[src/rtl/mpeg_bs_pkg.sv]
// Shared parameters for the MPEG bitstream window and the VLC decoders.
// Optional feature macro: BYTE_ALIGN_EN (byte-align drop port).
package mpeg_bs_pkg;

    localparam int WORD_W  = 32;
    localparam int WIN_W   = 20;
    localparam int BUF_W   = 64;
    localparam int SHIFT_W = 5;
    localparam int CNT_W   = 7;
    localparam int AMT_W   = 6;

endpackage

[src/rtl/mpeg_barrel_shl.sv]
// Combinational 64-bit logarithmic left shifter, zero fill.
// Optional feature macro: BYTE_ALIGN_EN (not used here).
module mpeg_barrel_shl
    import mpeg_bs_pkg::*;
(
    input  logic [BUF_W-1:0] data,
    input  logic [AMT_W-1:0] amt,
    output logic [BUF_W-1:0] result
);

    logic [BUF_W-1:0] stage;

    always_comb begin
        stage = data;
        for (int i = 0; i < AMT_W; i++) begin
            if (amt[i]) begin
                stage = stage << (1 << i);
            end
        end
        result = stage;
    end

endmodule

[src/rtl/mpeg_bit_window.sv]
// 64-bit bit reservoir presenting a 20-bit MSB-first lookahead window.
// Optional feature macro: BYTE_ALIGN_EN adds align input and bit_pos output.
module mpeg_bit_window
    import mpeg_bs_pkg::*;
(
    input  logic               clk,
    input  logic               rst,
    input  logic [WORD_W-1:0]  in_word,
    input  logic               in_valid,
    output logic               in_ready,
    // window port; "buf" is a reserved gate keyword
    output logic [WIN_W-1:0]   win_buf,
    output logic               win_valid,
    input  logic [SHIFT_W-1:0] shift_amt,
    input  logic               shift_valid,
    input  logic               flush,
    output logic [CNT_W-1:0]   bit_count,
`ifdef BYTE_ALIGN_EN
    input  logic               align,
    output logic [2:0]         bit_pos,
`endif
    output logic               err
);

    logic [BUF_W-1:0] res_q, res_d, res_sh, word_pos;
    logic [CNT_W-1:0] count_q, count_d, cnt_sh;
    logic             err_q, err_d;
    logic             in_ready_q, in_ready_d;
    logic             win_valid_q, win_valid_d;
    logic [AMT_W-1:0] amt, ld_amt;
    logic             shift_ok, bad, load;

`ifdef BYTE_ALIGN_EN
    logic [2:0] bit_pos_q, bit_pos_d, align_amt;
    logic       align_ok;

    always_comb begin
        align_amt = 3'd0 - bit_pos_q;
        shift_ok  = shift_valid & ~align & win_valid_q
                  & (shift_amt <= SHIFT_W'(WIN_W));
        align_ok  = align & ~shift_valid & win_valid_q;
        bad       = (shift_valid & ~shift_ok) | (align & ~align_ok);
        amt       = '0;
        if (shift_ok) begin
            amt = {1'b0, shift_amt};
        end else if (align_ok) begin
            amt = {3'b0, align_amt};
        end
        bit_pos_d = flush ? 3'd0 : bit_pos_q + amt[2:0];
    end
`else
    always_comb begin
        shift_ok = shift_valid & win_valid_q
                 & (shift_amt <= SHIFT_W'(WIN_W));
        bad      = shift_valid & ~shift_ok;
        amt      = shift_ok ? {1'b0, shift_amt} : '0;
    end
`endif

    mpeg_barrel_shl u_consume (
        .data   (res_q),
        .amt    (amt),
        .result (res_sh)
    );

    // incoming word lands just below the post-shift bits
    assign cnt_sh = count_q - CNT_W'(amt);
    assign ld_amt = AMT_W'(CNT_W'(WORD_W) - cnt_sh);
    assign load   = in_valid & in_ready_q;

    mpeg_barrel_shl u_place (
        .data   ({{(BUF_W-WORD_W){1'b0}}, in_word}),
        .amt    (ld_amt),
        .result (word_pos)
    );

    always_comb begin
        res_d   = '0;
        count_d = '0;
        err_d   = 1'b0;
        if (!flush) begin
            res_d   = res_sh | (load ? word_pos : '0);
            count_d = cnt_sh + (load ? CNT_W'(WORD_W) : '0);
            err_d   = err_q | bad;
        end
        in_ready_d  = count_d <= CNT_W'(WORD_W);
        win_valid_d = count_d >= CNT_W'(WIN_W);
    end

    always_ff @(posedge clk or negedge rst) begin
        if (!rst) begin
            res_q       <= '0;
            count_q     <= '0;
            err_q       <= 1'b0;
            in_ready_q  <= 1'b0;
            win_valid_q <= 1'b0;
        end else begin
            res_q       <= res_d;
            count_q     <= count_d;
            err_q       <= err_d;
            in_ready_q  <= in_ready_d;
            win_valid_q <= win_valid_d;
        end
    end

`ifdef BYTE_ALIGN_EN
    always_ff @(posedge clk or negedge rst) begin
        if (!rst) begin
            bit_pos_q <= '0;
        end else begin
            bit_pos_q <= bit_pos_d;
        end
    end

    assign bit_pos = bit_pos_q;
`endif

    assign win_buf   = res_q[BUF_W-1 -: WIN_W];
    assign win_valid = win_valid_q;
    assign bit_count = count_q;
    assign in_ready  = in_ready_q;
    assign err       = err_q;

endmodule

[config.mk]
export PLATFORM = sky130hd
export DESIGN_NAME = mpeg_bit_window
export DESIGN_NICKNAME = d
export VERILOG_FILES = /design/src/rtl/mpeg_bs_pkg.sv /design/src/rtl/mpeg_barrel_shl.sv /design/src/rtl/mpeg_bit_window.sv
export SDC_FILE = /design/constraint.sdc
export NUM_CORES = 1
export LEC_CHECK = 0
export BUFFER_PORTS_ARGS = -buffer_cell sky130_fd_sc_hd__clkbuf_2
export CAP_MARGIN = 20
export CORE_ASPECT_RATIO = 0.6
export CORE_MARGIN = 2
export CORE_UTILIZATION = 43
export DETAILED_ROUTE_END_ITERATION = 8
export GPL_ROUTABILITY_DRIVEN = 0
export PLACE_DENSITY = 0.64
export SLEW_MARGIN = 20
export SYNTH_ARGS = -nofsm -noshare
export SYNTH_HDL_FRONTEND = slang
export SYNTH_SLANG_ARGS = --single-unit
[constraint.sdc]
create_clock -name clk -period 4.37 [get_ports clk]
set_clock_uncertainty 0.15 [all_clocks]
set_input_delay 0.437 -clock clk [delete_from_list [all_inputs] [get_ports clk]]
set_output_delay 0.437 -clock clk [all_outputs]
set_load 0.005 [all_outputs]
==> impl_results.md, run 1 <==
* Die area at roughly 0.025 mm²
* Seq. cell area at about 0.0019 mm²
* Die H at roughly 120 µm
* Startpoint Class: flop
* Worst skew pair latency at about 360 ps
* Required time of the critical path at ~4400 ps
* Crit-path max FO at 8
* Family with the most delay on the worst path: XOR/XNOR gates
* CTS max path bufs at 2
* Crit-path cells: and2_2 > nand3_1 > inv_1 > ha_1 > fa_1 > xor2_2 > xnor2_1 > buf_4 > mux2i_1 > mux2_2 > o211a_1 > o31ai_1
* Clk Tree Root Cell: clkbuf_16
* Lkg Pwr at 4.70 nW
* Layout cells sized above 1 at between 20% and 30%
* Post-route ant nets at 0
* Number of max-cap violations at 0
* CTS Buf Count at 9
* Via count at roughly 12000
* Crit end category: flop
* Worst Tran Pin Value at between 1000 and 1500 ps
* Netlist cell types at between 80 and 90
* WP data arrival at 4320 ps
* IO Pins at between 70 and 80
* First DRT Iteration DRCs at between 1500 and 2000
* CTS tree: yes
* Total GRT Usage at 34.7%
* WP buf/inv at 2
* Area of the multi-input gates at ~0.0076 mm²
* Relative slew slack at a little under a third
* Sw Share at 54.6%
* First-pass GRT wire length at roughly 66 mm
* Critical path's slowest cell: xnor2_1
* Cell area after layout at about 0.012 mm²
* Syn_area_per_cell at 7.92 µm²
* Reg2Reg Setup Slack at 90 ps
* Final layout net count at 1381
* Psw at between 6 and 7 mW
* CP Class: flop to flop
* Congestion Overflow GR at 0
* Peak VDD IR at roughly 0.00055 V
* Hold WS at about 110 ps
* #FFs+latches synth at 74
* Fin crit share at 98.0%
* Antenna fix cells at 0
* Clock sink count at between 70 and 80
* Die width at just over 200 µm
* Initial Util at roughly 44%
* Pin count of the biggest net entering global routing at just under 80
* Total Routed Length at 43.8 mm
* Clock power share at approximately 7.4%
* Vias in the first global route at between 10000 and 15000
* Outcome: finished clean
* Row cnt at between 40 and 50
* Period minus WS final at 4280 ps
* Clock-pin slew of the registers on the worst-case setup and hold paths at around 60 ps
* Pwr dens at between 1000 and 1500 mW/mm²
* DRC errors left at 0
* Synth Cell Area at about 0.010 mm²
* RSZ-0062 raised after global routing: no
* Post-detailed-placement half-perimeter wirelength at 33.1 mm
* Ys Warns at 0
* DR pass1 iterations at 7
* Placed Area at ~0.011 mm²
* Buffers on Ports at 71
* Routed wire length per instance at 26.5 µm
* Synthesized Nets at 1334
* Mean number of vias per cell at between 7 and 8
* Final setup fails at 0
* Crit-path max cell delay at between 500 and 600 ps
* Fill count at approximately 2300
* Core Area at around 0.023 mm²
* Register area share after synthesis at 18.2%
* Cells after Synth at ~1300
* Area growth, synth to finish at 13.5%
* CTS H-tree lvls at 3
* Async SR Flop Fraction at 100%
* Synth Flop Type: dfrtp_1
* Internal power at ~5.3 mW
* Hold Vio Cnt, Final at 0
* Comb power frac at 82.3%
* Number of synthesized flops with an enable pin at 0
* Initial antenna violation count at 1
* FMAX at 234 MHz
* Share of total power in sequential cells at approximately 10%
* Class of the worst hold path: primary input to async pin
* Final slew viol count at 0
logic make-up (layout without fill, tap and decap cells):
logic type | after synthesis | after routing | synth area share [%]
buf+inv | 186 | 236 | 8.20
xor+xnor | 10 | 10 | 1.52
simple gates | 382 | 382 | 17.7
flops | 74 | 74 | 18.2
fa+ha+maj | 7 | 7 | 0.934
mux | 168 | 168 | 21.4
compound gates | 458 | 458 | 32.1
through the flow:
step	setup TNS (ps)	std cells	setup slack, ps	util, %	power, mW
2_1_floorplan	0	1285	5.69	-	6.80
3_3_place_gp	-9590	1636	-376	48.2	10.2
3_5_place_dp	-9800	1636	-368	48.2	10.2
4_1_cts	0	1650	1.46	49.7	11.1
5_1_grt	0	1650	56.3	49.8	12.1
6_report	0	1650	88.2	49.8	11.7
cell usage in the layout, fill, tap and decap left out, drive strengths merged, types with 7 or more instances in the layout:
cell type | Yosys | routed
a211o | 7 | 7
a211oi | 24 | 24
a21o | 35 | 35
a21oi | 81 | 81
a221oi | 8 | 8
a22oi | 37 | 37
a31oi | 20 | 20
a32oi | 7 | 7
a41oi | 17 | 17
and2 | 10 | 10
and3 | 7 | 7
buf | 73 | 114
clkbuf | 74 | 78
dfrtp | 74 | 74
inv | 39 | 39
mux2 | 23 | 23
mux2i | 109 | 109
mux4 | 36 | 36
nand2 | 114 | 114
nand2b | 11 | 11
nand3 | 27 | 27
nand4 | 36 | 36
nor2 | 98 | 98
nor2b | 9 | 9
nor3 | 42 | 42
o211ai | 28 | 28
o21ai | 76 | 76
o221ai | 34 | 34
o22ai | 11 | 11
o2bb2ai | 9 | 9
o31ai | 7 | 7
o32ai | 7 | 7
or2 | 9 | 9
or3 | 9 | 9
worst register-to-register path, cell delays in order, from the launching register on:
cell	delay, ps
dfrtp_1	400
and2_2	200
nand3_1	130
inv_1	90
ha_1	220
fa_1	530
xor2_2	270
xnor2_1	560
buf_4	290
mux2i_1	210
mux2_2	380
o211a_1	230
o31ai_1	470
area by class of cell:
| type | count | share of cell area, % |
|---|---|---|
| well taps | 315 | 3.41 |
| flip-flops and latches | 74 | 16.0 |
| clock buffers | 9 | 1.95 |
| repair buffers | 183 | 10.8 |
| inverters | 39 | 1.27 |
| clock inverters | 5 | 0.910 |
| multi-input cells | 1025 | 65.6 |
final timing paths:
path                                  start            to  depth (start not counted)
worst max-delay path              win_valid     res_q[38]                         12
worst min-delay path                    rst  bit_count[3]                          1
worst min register to register          err           err                          2
min in group clk                shift_valid           err                          4
max in group asynchronous               rst     res_q[54]                          1
worst max register to register    win_valid     res_q[38]                         12
cell usage after synthesis (6+ instances only):
cell type  count  area (µm²)
nand2b_1      11        68.8
nor2b_1        9        56.3
a31oi_1       20         125
mux4_2        36         811
nand3_1       26         130
buf_2         25         125
and2_1        10        62.6
nand4_1       36         225
buf_1         20        75.1
nor2_1        98         368
o21ai_1        8        40.0
o31ai_1        7        52.6
a221oi_1       8        70.1
o32ai_1        6        52.6
a21oi_1       78         390
a21o_1        35         263
nand2_1      114         428
o22ai_1        9        56.3
or3_1          8        50.1
a211oi_1      24         180
mux2_2        23         259
inv_1         36         135
a32oi_1        7        61.3
nor3_1        41         205
a211o_1        7        61.3
and3_1         7        43.8
o221ai_1      34         298
dfrtp_1       74        1850
buf_4         28         210
o211ai_1      28         210
a22oi_1       37         278
o2bb2ai_1      9        78.8
clkbuf_1      74         278
a41oi_1       17         149
o21ai_0       68         340
ha_1           6        75.1
mux2i_1      108        1080
metal layers:
layer / vias to the layer above / share of wire, % / global-route usage, %
li1: 5061 / - / -
met5: - / 0.027 / 0
met3: 121 / 17 / 14.9
met2: 1006 / 37 / 45.4
met1: 5698 / 43 / 51.8
met4: 2 / 3.1 / 7.03
state kept, by name, indices dropped and copies added (netlist names):
register	flops
win_valid	1
bit_count	7
in_ready	1
err	1
res_q	64
power by group through the flow:
stage,Combinational [mW],Sequential (mW),Clock [mW]
detailed placement,8.99,1.18,0
CTS,9.06,1.18,0.866
global route,10.0,1.21,0.896
finish,9.66,1.20,0.873
floorplan,5.73,1.07,0
global placement,8.97,1.18,0
repair_timing:
item | CTS | global route
endpoints found under the setup margin | 5 | 42
hold buffers | 0 | 0
setup buffers | 0 | 0
gates resized for setup | 1 | 7
endpoints found under the hold margin | 0 | 0
gates cloned | 0 | 0
(Power assumes the default switching activity.)
==> run 2, diff against run 1 <==
Settings changed: ABC_AREA set to 1, MAX_ROUTING_LAYER set to met4, PLACE_DENSITY 0.64 to 0.65.
==> run 2 against run 1 <==
Net effect:
- the flow now finishes with violations (design-rule violations, negative hold slack)
- register-to-register slack better by 370 ps
- global-route usage decreased by 1.0 points
- largest cell class unchanged
- largest power group unchanged
- setup slack better by 370 ps
- synthesized cell count up 31%
- first-iteration DRC count rose by 35%
- maximum frequency rose by 9.5%
- highest routed layer is now met4
- critical endpoint is now res_q[60]
==> impl_results.md, run 2 <==
* TNS Setup at 0 ps
* Syn_area_per_cell at approximately 5.6 µm²
* Largest register FFs at 64
* Core Area at approximately 0.022 mm²
* CP Class: flop to flop
* Post-detailed-placement half-perimeter wirelength at around 28 mm
* Final slew viol count at 0
* Fin crit share at between 80% and 90%
* Synth Cell Area at approximately 0.0095 mm²
* Die width at 196 µm
* CTS tree: yes
* DR pass1 iterations at 9
* Die H at 119 µm
* Netlist cell types at 37
* #FFs+latches synth at 74
* Post-synth top area share at between 30% and 40%
* WP data arrival at 4020 ps
* Relative slew slack at 42.5%
* Commonest non-fill, non-tap cell in the layout: nand3_1
* Tot Pwr at approximately 9.6 mW
* Clk Tree Root Cell: clkbuf_16
* Global-route met2 utilization at around two fifths
* Number of max-cap violations at 0
* RSZ-0062 raised after global routing: no
* Pwr dens at 971 mW/mm²
* Initial antenna violation count at 2
* Ys Warns at 0
* Area growth, synth to finish at 4.75%
* Clock sink count at between 70 and 80
* Synth Flop Type: dfrtp_1
* Crit-path max FO at 29
* Vias in the first global route at around 11000
* Peak VDD IR at 0.000538 V
* Ranking of synthesized cells by area: nand3_1 (33%), dfrtp_1 (20%), nand2_1 (19%)
* Row cnt at 42
* Async SR Flop Fraction at between 90% and 100%
* Mean number of vias per cell at about 6.3
* First DRT Iteration DRCs at about 2600
* CTS max path bufs at 2
* Crit end category: flop
* Congestion Overflow GR at 0
* Met3 Track Usage GR at 16.3%
* Post-synth top area cell: nand3_1
* Die area at approximately 0.023 mm²
* Final layout net count at approximately 1700
* Final setup fails at 0
* Layout cells sized above 1 at between 8 and 9%
* Lkg Pwr at 5.07 nW
* Register area share after synthesis at between 10% and 20%
* Non-filler instance count after layout at approximately 1900
* Global route hottest layer: met1
* Setup Buffers After CTS at 0
* Cells after Synth at ~1700
* Failing checks: design-rule violations, negative hold slack
* CTS Hold Bufs at 0
* M1 GR Usage at between 40% and 50%
* First-pass GRT wire length at 59.7 mm
* Startpoint Class: flop
* Initial Util at a little over two fifths
* Period minus WS final at between 3000 and 4000 ps
* Most flops, register: res_q
* Synthesized Nets at between 1500 and 2000
* Total Routed Length at 38.4 mm
* Top post-synthesis cells by count: nand3_1 (625), nand2_1 (482), inv_1 (86), dfrtp_1 (74), nand4_1 (72)
* Worst skew pair latency at 360 ps
* Clock-pin slew of the registers on the worst-case setup and hold paths at ~60 ps
* Worst Tran Pin Value at about 860 ps
* Buffers on Ports at approximately 70
* Post-route ant nets at 0
* Class of the worst hold path: primary input to async pin
* Hold Vio Cnt, Final at 34
* CTS Buf Count at 9
* FMAX at between 200 and 300 MHz
* Hold WS at -36.3 ps
* IO Pins at a little over 70
* CTS H-tree lvls at 3
* Number of synthesized flops with an enable pin at 0
* Via count at about 12000
* Total GRT Usage at approximately a third
* Top-count cell post-synth: nand3_1
* Fin util at 45.5%
* Required time of the critical path at around 4500 ps
* DRC errors left at 20
* Cells after DPL at between 1500 and 2000
* Routed wire length per instance at 19.8 µm
* Outcome: finished, violations left
* Post-CTS sizing at 0
* Most frequent cells in the layout: nand3_1 (625), nand2_1 (479), inv_1 (85)
* Pin count of the biggest net entering global routing at between 70 and 80
-- run 2: final cells by class --
class | count | area [µm²]
Sequential cell | 74 | 1850
Fill cell | 2373 | 11900
Antenna cell | 2 | 5.00
Clock inverter | 5 | 53.8
Multi-Input combinational cell | 1368 | 6460
Timing Repair Buffer | 99 | 597
Inverter | 94 | 353
Tap cell | 286 | 358
Clock buffer | 11 | 243
-- run 2: cell families after synthesis --
| kind of cell | Yosys count | share of synthesized area (%) |
|---|---|---|
| AO/OA/AOI/OAI | 94 | 5.12 |
| XOR/XNOR | 1 | 0.0925 |
| adder cells (fa/ha/maj) | 7 | 1.00 |
| buffers and inverters | 245 | 12.4 |
| flip-flops | 74 | 19.5 |
| multiplexers | 2 | 0.211 |
| AND/OR/NAND/NOR | 1264 | 61.7 |
-- run 2: final timing paths --
kind                             start           end  slack (ps)  cells past startpoint
setup / recovery             win_valid     res_q[60]         460                     18
min in group clk           shift_valid           err         190                      3
hold / removal                     rst  bit_count[3]         -40                      1
setup reg to reg             win_valid     res_q[60]         460                     18
hold reg to reg                    err           err         350                      2
max in group asynchronous          rst     res_q[54]        3550                      1
-- run 2: where the power goes --
| group | switching [mW] | leakage (nW) | internal [mW] | total, mW |
|---|---|---|---|---|
| clock | 0.334 | 0.149 | 0.457 | 0.791 |
| sequential | 0.224 | 0.986 | 0.929 | 1.15 |
| combinational | 5.52 | 3.94 | 2.18 | 7.70 |
| total | 6.08 | 5.07 | 3.56 | 9.64 |
-- run 2: critical path, stage by stage, from the launching register on --
cell and delay [ps]:
dfrtp_1 390, nand2_1 150, inv_2 90, nand3_2 120
inv_1 80, ha_1 220, fa_1 530, ha_1 370
buf_4 300, mux2i_1 270, nand2_1 70, nand2_1 100
nand2_1 80, nand3_1 220, nand2_1 120, a21oi_1 310
nand3_1 120, nand2_1 70, inv_1 40
-- run 2: per-stage QoR --
stage | cell area (µm²) | hold slack, ps | setup WS (ps)
floorplan | 9470 | -8.59 | 622
global placement | 9620 | 332 | 359
detailed placement | 9620 | 343 | 325
CTS | 9920 | 152 | 533
global route | 9920 | 29.7 | 216
finish | 9920 | -36.3 | 459
-- run 2: metal layers --
metal	part of all wire [%]	wire length (µm)
met5	0	0
met4	1.9	743
met2	37	14000
met1	43	16300
met3	19	7270
==> run 3, diff against run 2 <==
==> constraint.sdc (replaced) <==
create_clock -name clk -period 4.37 [get_ports clk]
set_clock_uncertainty 0.15 [all_clocks]
set_input_delay 1.311 -clock clk [delete_from_list [all_inputs] [get_ports clk]]
set_output_delay 1.311 -clock clk [all_outputs]
set_load 0.005 [all_outputs]
==> run 3 against run 2 <==
Net effect:
- design area rose by 12%
- largest cell class unchanged
- power is 19% higher
- cell count rose by 4.9%
- clock-buffer cell count increased by 1
- the run ends with design-rule violations left
- via count up 4.4%
- first-iteration DRC count shrank 6.5%
- largest power group unchanged
- wire length increased by 3.3%
- sequential share of layout area decreased by 1.9 points
==> impl_results.md, run 3 (synthesis results as in run 2) <==
* Clock-pin slew of the registers on the worst-case setup and hold paths at 60 ps
* Outcome: finished, violations left
* HP Start: err
* CTS Hold Bufs at 0
* Number of max-cap violations at 0
* Total Routed Length at between 30 and 40 mm
* Via count at ~13000
* Crit end category: flop
* Initial Util at 43.4%
* Critical R2R Launch: win_valid
* Most used cell, CP: nand2_1
* Final worst setup slack at about 100 ps
* DRC errors left at 1
* Buffers on Ports at 71
* CTS tree: yes
* Crit-path max FO at 16
* Pin count of the biggest net entering global routing at 75
* IO Pins at 72
* First DRT Iteration DRCs at about 2400
* Lkg Pwr at between 5 and 6 nW
* Final slew viol count at 0
* Clock sink count at 74
* Layout cells sized above 1 at about 16%
* Fin crit share at between 90 and 100%
* Final layout net count at between 1500 and 2000
* Mean number of vias per cell at 6.30
* Startpoint Class: primary input
* Initial antenna violation count at 0
* Die width at about 200 µm
* Class of the worst hold path: flop to flop
* Reg2Reg Setup Slack at 910 ps
* CP Class: primary input to flop
* DR pass1 iterations at 9
* Total GRT Usage at about a third
* Crit-path cells: clkbuf_2 > o21a_1 > nand2_2 > nand3_2 > inv_1 > ha_2 > fa_2 > ha_4 > inv_6 > clkbuf_16 > o21ai_1 > nand2_1 > nand2_1 > nand2_1 > nand3_1 > nand2_1 > a21oi_1 > buf_4 > a21oi_1
* Area growth, synth to finish at 16.8%
* Most frequent cells in the layout: nand3_1 (623), nand2_1 (476), buf_4 (103)
* Worst Setup SP: shift_amt[3]
* Core Area at 0.0218 mm²
* Relative slew slack at between 40% and 50%
* Pwr dens at about 1000 mW/mm²
* Die H at 119 µm
* Vias in the first global route at 11000
* Peak VDD IR at between 0.0007 and 0.0008 V
* CTS H-tree lvls at 3
* Final setup fails at 0
* Hold Vio Cnt, Final at 0
* Period minus WS final at between 4000 and 5000 ps
* Required time of the critical path at around 4400 ps
* Die area at roughly 0.023 mm²
* Worst Tran Pin Value at between 700 and 800 ps
* Worst slack, placed at -365 ps
* Post-detailed-placement half-perimeter wirelength at about 29 mm
* CTS max path bufs at 2
* Family with the most delay on the worst path: adder cells
* Post-route ant nets at 0
* Fill count at between 2000 and 2500
* Largest register FFs at between 60 and 70
* Critical path's slowest cell: fa_2
* Clk Tree Root Cell: clkbuf_16
* CTS Buf Count at 9
* Worst skew pair latency at between 300 and 400 ps
* Fin util at approximately half
* Crit-path max cell delay at 480 ps
* WP buf/inv at 5
* Row cnt at 42
* FMAX at around 230 MHz
* Failing checks: design-rule violations
* Congestion Overflow GR at 0
* WP data arrival at around 4300 ps
* Antenna fix cells at 0
* Most flops, register: res_q
* Routed wire length per instance at 19.5 µm
* First-pass GRT wire length at around 61 mm
* Commonest non-fill, non-tap cell in the layout: nand3_1
run 3: layout make-up:
class                      instances  area (µm²)  share of cell area (%)
tap                              286         358                    3.23
multi-input combinational       1368        6610                    59.8
clock inverter                     4        51.3                   0.464
inverter                          94         364                    3.29
sequential                        74        1850                    16.7
clock buffer                      12         246                    2.23
timing repair buffer             196        1580                    14.3
run 3: final timing paths:
kind	end	cells after the start
worst min register to register	err	2
max in group asynchronous	res_q[56]	1
min in group asynchronous	bit_count[3]	1
worst min-delay path	err	2
worst max register to register	res_q[46]	21
worst max-delay path	res_q[17]	19
run 3: layer usage:
metal	global-route usage (%)	up-vias	wire [µm]
li1	-	5852	-
met1	50.4	5854	17500
met2	42.0	1005	14500
met3	14.5	104	6910
met4	6.68	0	686
met5	-	-	0
run 3: worst reg2reg max path, stage by stage (launching register included):
cell and delay, ps:
dfrtp_1 390, nand2_1 100, inv_2 60, nand3_2 80, inv_1 40, ha_2 180, fa_2 640, buf_4 140
nand3_1 110, inv_1 140, nand2_4 80, nor2_2 80, nand2_1 90, nand2_4 130, buf_8 200, clkinvlp_4 180
buf_4 170, nand2_1 60, nand3_1 100, nand3_1 140, nand2_1 70, inv_1 80
run 3: timing repair:
item	in CTS	in global routing
pin swaps	0	8
endpoints found under the hold margin	0	0
endpoints found under the setup margin	1	50
resized for setup	1	46
buffers inserted	0	3
cloned	0	4
run 3: metrics by stage:
stage	area, µm²	hold slack [ps]	setup TNS (ps)	std cells	power [mW]
2_1_floorplan	9500	336	0	1687	6.64
3_3_place_gp	10500	332	-5020	2011	9.54
3_5_place_dp	10500	344	-7160	2011	9.59
4_1_cts	10800	359	0	2027	10.4
5_1_grt	11100	375	-71.2	2034	12.2
6_report	11100	347	0	2034	11.4
run 3: power breakdown:
part           switching (mW)  internal, mW
sequential              0.219         0.929
clock                   0.335         0.459
combinational            6.02          3.48
